==> config.mk <==
export PLATFORM = sky130hd
export DESIGN_NAME = regbank_reader_flat
export DESIGN_NICKNAME = d
export VERILOG_FILES = /design/src/rtl/regbank_pkg.sv /design/src/rtl/regbank_reader_if.sv /design/src/rtl/regbank_reader_opq2.sv /design/src/rtl/regbank_reader.sv /design/src/flat_wrapper.sv
export SDC_FILE = /design/constraint.sdc
export NUM_CORES = 1
export LEC_CHECK = 0
export BUFFER_PORTS_ARGS = -buffer_cell sky130_fd_sc_hd__buf_2
export CORE_ASPECT_RATIO = 1.5
export CORE_UTILIZATION = 35
export CTS_CLUSTER_DIAMETER = 50
export DETAILED_ROUTE_END_ITERATION = 6
export RECOVER_POWER = 25
export SETUP_SLACK_MARGIN = 0.1
export SLEW_MARGIN = 20
export SYNTH_ARGS = -nofsm -noshare
export SYNTH_HDL_FRONTEND = slang
export SYNTH_SLANG_ARGS = --single-unit
==> constraint.sdc <==
create_clock -name CLK -period 2.8 [get_ports CLK]
set_input_delay 0.84 -clock CLK [delete_from_list [all_inputs] [get_ports CLK]]
set_output_delay 0.84 -clock CLK [all_outputs]
set_load 0.01 [all_outputs]
==> src/rtl/regbank_pkg.sv <==
// Shared constants and encodings for the register bank and its read-side companion.
package regbank_pkg;

    localparam int NREGS = 8;
    localparam int SEL_W = 3;

    typedef enum logic {
        ST_IDLE = 1'b0,
        ST_DUMP = 1'b1
    } state_t;

    localparam logic K_OPER = 1'b0;
    localparam logic K_DUMP = 1'b1;

endpackage

==> src/rtl/regbank_reader_if.sv <==
// Operand request / result handshake bundle between requester, reader and consumer.
interface regbank_reader_if #(
    parameter int DATA_W = 8
);
    import regbank_pkg::*;

    logic              REQ_V;
    logic              REQ_R;
    logic [SEL_W-1:0]  SA;
    logic [SEL_W-1:0]  SB;
    logic              OUT_V;
    logic              OUT_R;
    logic [DATA_W-1:0] OPA;
    logic [DATA_W-1:0] OPB;
    logic              OUT_K;

    // The reader side: takes requests, produces queued operands.
    modport slave (
        input  REQ_V, SA, SB, OUT_R,
        output REQ_R, OUT_V, OPA, OPB, OUT_K
    );

    // The requester/consumer side.
    modport master (
        output REQ_V, SA, SB, OUT_R,
        input  REQ_R, OUT_V, OPA, OPB, OUT_K
    );

endinterface

==> src/rtl/regbank_reader_opq2.sv <==
// Two-entry FIFO of {kind, A, B}; slot 0 is always the head so outputs are direct register taps.
module opq2 #(
    parameter int DATA_W = 8
) (
    input  logic              clk,
    input  logic              rst,
    input  logic              push_i,
    input  logic              pop_i,
    input  logic              kind_i,
    input  logic [DATA_W-1:0] a_i,
    input  logic [DATA_W-1:0] b_i,
    output logic [1:0]        count_o,
    output logic              valid_o,
    output logic              kind_o,
    output logic [DATA_W-1:0] a_o,
    output logic [DATA_W-1:0] b_o
);

    logic [1:0]        count_q, count_d;
    logic              kind0_q, kind0_d, kind1_q, kind1_d;
    logic [DATA_W-1:0] a0_q, a0_d, a1_q, a1_d;
    logic [DATA_W-1:0] b0_q, b0_d, b1_q, b1_d;
    logic              doPop, doPush;

    // Next-state of both slots; a pop shifts slot 1 forward, an empty queue keeps its stale head.
    always_comb begin
        kind0_d = kind0_q;
        a0_d    = a0_q;
        b0_d    = b0_q;
        kind1_d = kind1_q;
        a1_d    = a1_q;
        b1_d    = b1_q;
        count_d = count_q;
        doPop   = pop_i && (count_q != 2'd0);
        doPush  = push_i && ((count_q != 2'd2) || doPop);

        if (doPop && (count_q == 2'd2)) begin
            kind0_d = kind1_q;
            a0_d    = a1_q;
            b0_d    = b1_q;
        end

        if (doPush) begin
            if ((count_q == 2'd0) || (doPop && (count_q == 2'd1))) begin
                kind0_d = kind_i;
                a0_d    = a_i;
                b0_d    = b_i;
            end else begin
                kind1_d = kind_i;
                a1_d    = a_i;
                b1_d    = b_i;
            end
        end

        if (doPush && !doPop) begin
            count_d = count_q + 2'd1;
        end else if (doPop && !doPush) begin
            count_d = count_q - 2'd1;
        end
    end

    // Slot and occupancy registers, cleared by synchronous reset.
    always_ff @(posedge clk) begin
        if (rst) begin
            count_q <= 2'd0;
            kind0_q <= 1'b0;
            a0_q    <= '0;
            b0_q    <= '0;
            kind1_q <= 1'b0;
            a1_q    <= '0;
            b1_q    <= '0;
        end else begin
            count_q <= count_d;
            kind0_q <= kind0_d;
            a0_q    <= a0_d;
            b0_q    <= b0_d;
            kind1_q <= kind1_d;
            a1_q    <= a1_d;
            b1_q    <= b1_d;
        end
    end

    assign count_o = count_q;
    assign valid_o = (count_q != 2'd0);
    assign kind_o  = kind0_q;
    assign a_o     = a0_q;
    assign b_o     = b0_q;

endmodule

==> src/rtl/regbank_reader.sv <==
// Read side of the register bank: bypassed operand selects, debug dump sequencer, 2-deep output queue.
module regbank_reader
    import regbank_pkg::*;
#(
    parameter int DATA_W = 8
) (
    input  logic              CLK,
    input  logic              RST,
    input  logic [DATA_W-1:0] R0,
    input  logic [DATA_W-1:0] R1,
    input  logic [DATA_W-1:0] R2,
    input  logic [DATA_W-1:0] R3,
    input  logic [DATA_W-1:0] R4,
    input  logic [DATA_W-1:0] R5,
    input  logic [DATA_W-1:0] R6,
    input  logic [DATA_W-1:0] R7,
    input  logic              WR_E,
    input  logic [SEL_W-1:0]  WR_S,
    input  logic [DATA_W-1:0] WR_D,
    input  logic              DUMP_GO,
    output logic              DUMP_BUSY,
    regbank_reader_if.slave   bus
);

    logic [DATA_W-1:0] regs [NREGS];
    logic [DATA_W-1:0] rdA, rdB, rdD;
    logic [DATA_W-1:0] pushA, pushB;
    logic              pushK;
    state_t            state_q;
    logic [SEL_W-1:0]  idx_q;
    logic [1:0]        count;
    logic              pop, reqAcc, dumpPush, push;

    assign regs[0] = R0;
    assign regs[1] = R1;
    assign regs[2] = R2;
    assign regs[3] = R3;
    assign regs[4] = R4;
    assign regs[5] = R5;
    assign regs[6] = R6;
    assign regs[7] = R7;

    // Three 8:1 selects, each forwarding the in-flight write when it targets the same register.
    always_comb begin
        rdA = (WR_E && (WR_S == bus.SA)) ? WR_D : regs[bus.SA];
        rdB = (WR_E && (WR_S == bus.SB)) ? WR_D : regs[bus.SB];
        rdD = (WR_E && (WR_S == idx_q))  ? WR_D : regs[idx_q];
    end

    // Ready is deliberately blind to the consumer, so a full queue costs one bubble even when draining.
    assign bus.REQ_R = !RST && (state_q == ST_IDLE) && (count < 2'd2) && !DUMP_GO;
    assign pop       = bus.OUT_V && bus.OUT_R;
    assign reqAcc    = bus.REQ_V && bus.REQ_R;
    assign dumpPush  = (state_q == ST_DUMP) && ((count < 2'd2) || pop);
    assign push      = reqAcc || dumpPush;

    // Queue entry source: dump beats carry the register index in B, requests carry both operands.
    always_comb begin
        pushK = K_OPER;
        pushA = rdA;
        pushB = rdB;
        if (state_q == ST_DUMP) begin
            pushK = K_DUMP;
            pushA = rdD;
            pushB = DATA_W'(idx_q);
        end
    end

    // Mode sequencer: one dump walks idx 0..7, stalling on a full queue, then falls back to IDLE.
    always_ff @(posedge CLK) begin
        if (RST) begin
            state_q <= ST_IDLE;
            idx_q   <= '0;
        end else begin
            case (state_q)
                ST_IDLE: begin
                    if (DUMP_GO) begin
                        state_q <= ST_DUMP;
                        idx_q   <= '0;
                    end
                end
                ST_DUMP: begin
                    if (dumpPush) begin
                        idx_q <= idx_q + 3'd1;
                        if (idx_q == 3'(NREGS - 1)) begin
                            state_q <= ST_IDLE;
                        end
                    end
                end
                default: begin
                    state_q <= ST_IDLE;
                    idx_q   <= '0;
                end
            endcase
        end
    end

    assign DUMP_BUSY = (state_q == ST_DUMP);

    opq2 #(.DATA_W(DATA_W)) u_opq2 (
        .clk     (CLK),
        .rst     (RST),
        .push_i  (push),
        .pop_i   (pop),
        .kind_i  (pushK),
        .a_i     (pushA),
        .b_i     (pushB),
        .count_o (count),
        .valid_o (bus.OUT_V),
        .kind_o  (bus.OUT_K),
        .a_o     (bus.OPA),
        .b_o     (bus.OPB)
    );

endmodule
==> src/flat_wrapper.sv <==
// flat-port wrapper written by rule: the top's interface ports become plain ports
module regbank_reader_flat import regbank_pkg::*;
#(
    parameter int DATA_W = 8
)
  (CLK, RST, R0, R1, R2, R3, R4, R5, R6, R7, WR_E, WR_S, WR_D, DUMP_GO, DUMP_BUSY, bus_REQ_V, bus_SA, bus_SB, bus_OUT_R, bus_REQ_R, bus_OUT_V, bus_OPA, bus_OPB, bus_OUT_K);
  regbank_reader_if #(.DATA_W(DATA_W)) bus_i ();
  input  logic CLK;
  input  logic RST;
  input  logic [DATA_W-1:0] R0;
  input  logic [DATA_W-1:0] R1;
  input  logic [DATA_W-1:0] R2;
  input  logic [DATA_W-1:0] R3;
  input  logic [DATA_W-1:0] R4;
  input  logic [DATA_W-1:0] R5;
  input  logic [DATA_W-1:0] R6;
  input  logic [DATA_W-1:0] R7;
  input  logic WR_E;
  input  logic [SEL_W-1:0] WR_S;
  input  logic [DATA_W-1:0] WR_D;
  input  logic DUMP_GO;
  output logic DUMP_BUSY;
  input wire logic [$bits(bus_i.REQ_V)-1:0] bus_REQ_V;
  input wire logic [$bits(bus_i.SA)-1:0] bus_SA;
  input wire logic [$bits(bus_i.SB)-1:0] bus_SB;
  input wire logic [$bits(bus_i.OUT_R)-1:0] bus_OUT_R;
  output wire logic [$bits(bus_i.REQ_R)-1:0] bus_REQ_R;
  output wire logic [$bits(bus_i.OUT_V)-1:0] bus_OUT_V;
  output wire logic [$bits(bus_i.OPA)-1:0] bus_OPA;
  output wire logic [$bits(bus_i.OPB)-1:0] bus_OPB;
  output wire logic [$bits(bus_i.OUT_K)-1:0] bus_OUT_K;
  assign bus_i.REQ_V = bus_REQ_V;
  assign bus_i.SA = bus_SA;
  assign bus_i.SB = bus_SB;
  assign bus_i.OUT_R = bus_OUT_R;
  assign bus_REQ_R = bus_i.REQ_R;
  assign bus_OUT_V = bus_i.OUT_V;
  assign bus_OPA = bus_i.OPA;
  assign bus_OPB = bus_i.OPB;
  assign bus_OUT_K = bus_i.OUT_K;
  regbank_reader #(.DATA_W(DATA_W)) u_core (.CLK(CLK), .RST(RST), .R0(R0), .R1(R1), .R2(R2), .R3(R3), .R4(R4), .R5(R5), .R6(R6), .R7(R7), .WR_E(WR_E), .WR_S(WR_S), .WR_D(WR_D), .DUMP_GO(DUMP_GO), .DUMP_BUSY(DUMP_BUSY), .bus(bus_i));
endmodule
==> results.tsv <==
metric	value	unit
Power Total	2.567	mW
I/O Pins	107	
Post-DP HPWL	8900	um
Core ar.	10530	um^2
WP data arrival	2.74	ns
Async SR Flop Fraction	0	%
Final min period	2.549	ns
Residual DRC	0	
largest net degree at the start of global routing	41	
final period utilization	91.03	%
Slew @ Worst Pin	0.7591	ns
Synth Cell Area	3762	um^2
met3 usage	2.566	%
number of max-cap violations	0	
count of standard-cell rows	46	
nets	622	
CP delay by family, top	compound AO/OA/AOI/OAI gates	
Die Area	11180	um^2
Post-CTS Hold Fix Bufs	0	
CP max-delay cell	a2111oi_0	
die height	129.0	um
top cells by count, synth	nand2_1, mux2i_1, dfxtp_1	
area post-placement	4439	um^2
layout cell share with drive strength beyond 1	29.62	%
GR Layer Usage met1	25.35	%
clock sinks	40	
via count	3675	
CP max stage delay	0.70	ns
CP bufs+invs	1	
crit end category	flop	
highest clock rate	392.3	MHz
Routed WL	11190	um
required time worst endpoint	2.99	ns
antenna fix cells	0	
global-route met2 utilization	38.05	%
EDFF count, synth	0	
initial DRC count	169	
PwrDens	558.0	nW/um^2
clock buffer depth	2	
ANT nets after route	0	
Rel. slew slack	48.09	%
global route overflow	0	
Placer Congestion	0.8547	
synth top area cells	dfxtp_1, mux4_2, mux2i_1	
Routed wire per std cell	16.60	um
Final Hold Fails	0	
CTS tree	yes	
Primary FF master, synth	dfxtp_1	
synthesized instance count	434	
Final Skew	0.002568	ns
top-count cell post-synth	nand2_1	
Vias/cell	5.453	
TNS Setup	0	ns
worst-skew pair later-pin latency	0.29	ns
die width	86.66	um
GRT busiest layer	met2	
peak supply drop	0.0002612	V
FF+latch count, synth	40	
fin area	4601	um^2
vias in the first global route	3765	
Clock Tree Root	clkbuf_16	
initial core utilization	35.72	%
CP max FO	6	
unrepaired setup endpoints after global routing	no	
initial antenna violation count	0	
Hold Crit Class	flop to flop	
fin. max-slew vios	0	
crit start category	input pin	
setup violators final	0	
top cell type's share of synthesized area	21.28	%
Clock Pin Slew Worst Setup and Hold Paths	0.06	ns
first-pass GRT wire length	18510	um
outcome	finished clean	
Area Growth Syn to Fin	22.28	%
IO buf count	106	
drt first pass iters	4	
Pleak	1.793	nW
Hold WS	0.4518	ns
H-tree lvl count	2	
Cell variety after synth	43	
Synth warnings	0	
leading area contributor after synthesis	dfxtp_1	
GRT Resource Usage Total	21.16	%
sequential cell area fraction in the yosys report	21.28	%
syn_area_per_cell	8.669	um^2
critical path cell sequence	buf_2, mux4_2, nor2b_1, a2111oi_0, o21ai_0, and2_1	
Syn Nets	527	
Crit Path Class	input pin to flop	
CTS Buf Count	5	
## cells in the final DEF, fill, tap and decap left out, types with 15 or more instances in the layout
cell type,synthesis,final
buf_2,15,92
nand2_1,52,52
mux2i_1,42,42
dfxtp_1,40,40
a21oi_1,31,31
mux4_2,30,30
nor2b_1,20,20
nor3_1,18,18
inv_1,16,16
nor2_1,16,16
buf_4,4,16
o21a_1,15,15
nand3_1,15,15
## per-layer routing
layer  up-vias  share of wire, %
met5         -                 0
met4         0               2.1
met3        17               4.7
met2       115                53
met1      1726                40
li1       1817                 -
## registers in the layout (all words and copies together), names as in the netlist
signal                 count
u_core.u_opq2.a_o          8
u_core.u_opq2.b_o          8
u_core.u_opq2.b1_q         8
u_core.u_opq2.kind1_q      1
u_core.u_opq2.kind_o       1
u_core.idx_q               3
u_core.u_opq2.a1_q         8
u_core.DUMP_BUSY           1
u_core.u_opq2.count_o      2
## where the power goes
group | leakage [nW] | switching, mW | internal (mW)
registers | 0.327 | 0.0885 | 0.704
clock network | 0.0871 | 0.245 | 0.446
logic | 1.38 | 0.589 | 0.493
total | 1.79 | 0.923 | 1.64
## kinds of logic (layout without fill, tap and decap cells)
family	after synthesis	after routing	share of synthesized area, %
AO/OA/AOI/OAI	105	105	18.32
XOR/XNOR	11	11	2.561
adder cells (fa/ha/maj)	6	6	1.995
buffers and inverters	51	147	6.219
flip-flops	40	40	21.28
multiplexers	77	77	30.63
AND/OR/NAND/NOR	144	144	18.99
## metrics by stage
stage	instances	setup WS, ns	util [%]
2_1_floorplan	434	0.3956	-
4_1_cts	674	0.2626	43.83
5_1_grt	674	0.1057	43.68
3_3_place_gp	666	-0.01274	42.15
3_5_place_dp	666	-0.03826	42.15
6_report	674	0.2512	43.68
## path summary, 6_finish.rpt
path | to | slack [ns] | from | cells past startpoint
setup / recovery | u_core.u_opq2.b_o[2] | 0.25 | bus_SB[0] | 6
hold / removal | u_core.u_opq2.b1_q[3] | 0.45 | u_core.u_opq2.b1_q[3] | 2
setup reg to reg | u_core.u_opq2.b1_q[0] | 0.40 | u_core.u_opq2.count_o[1] | 8
hold reg to reg | u_core.u_opq2.b1_q[3] | 0.45 | u_core.u_opq2.b1_q[3] | 2
## worst min-delay path: cells and delay by family (launching register included)
family	cells	cell delay, ns
AOI/OAI and AO/OA	1	0.05
DFF	1	0.31
and+or+nand+nor	1	0.05
## what timing repair did
action,CTS,global route
endpoints found under the hold margin,0,0
gates resized for setup,0,1
endpoints found under the setup margin,0,1
buffers inserted,0,0
## final cells by class
cell class | count | area, um^2
well taps | 144 | 180.2
flip-flops and latches | 40 | 800.8
multi-input cells | 343 | 2729
repair buffers | 123 | 653.1
clock buffers | 6 | 138.9
fillers | 1046 | 5932
clock inverters | 2 | 38.79
inverters | 16 | 60.06
Power figures use the tool's default switching activity.
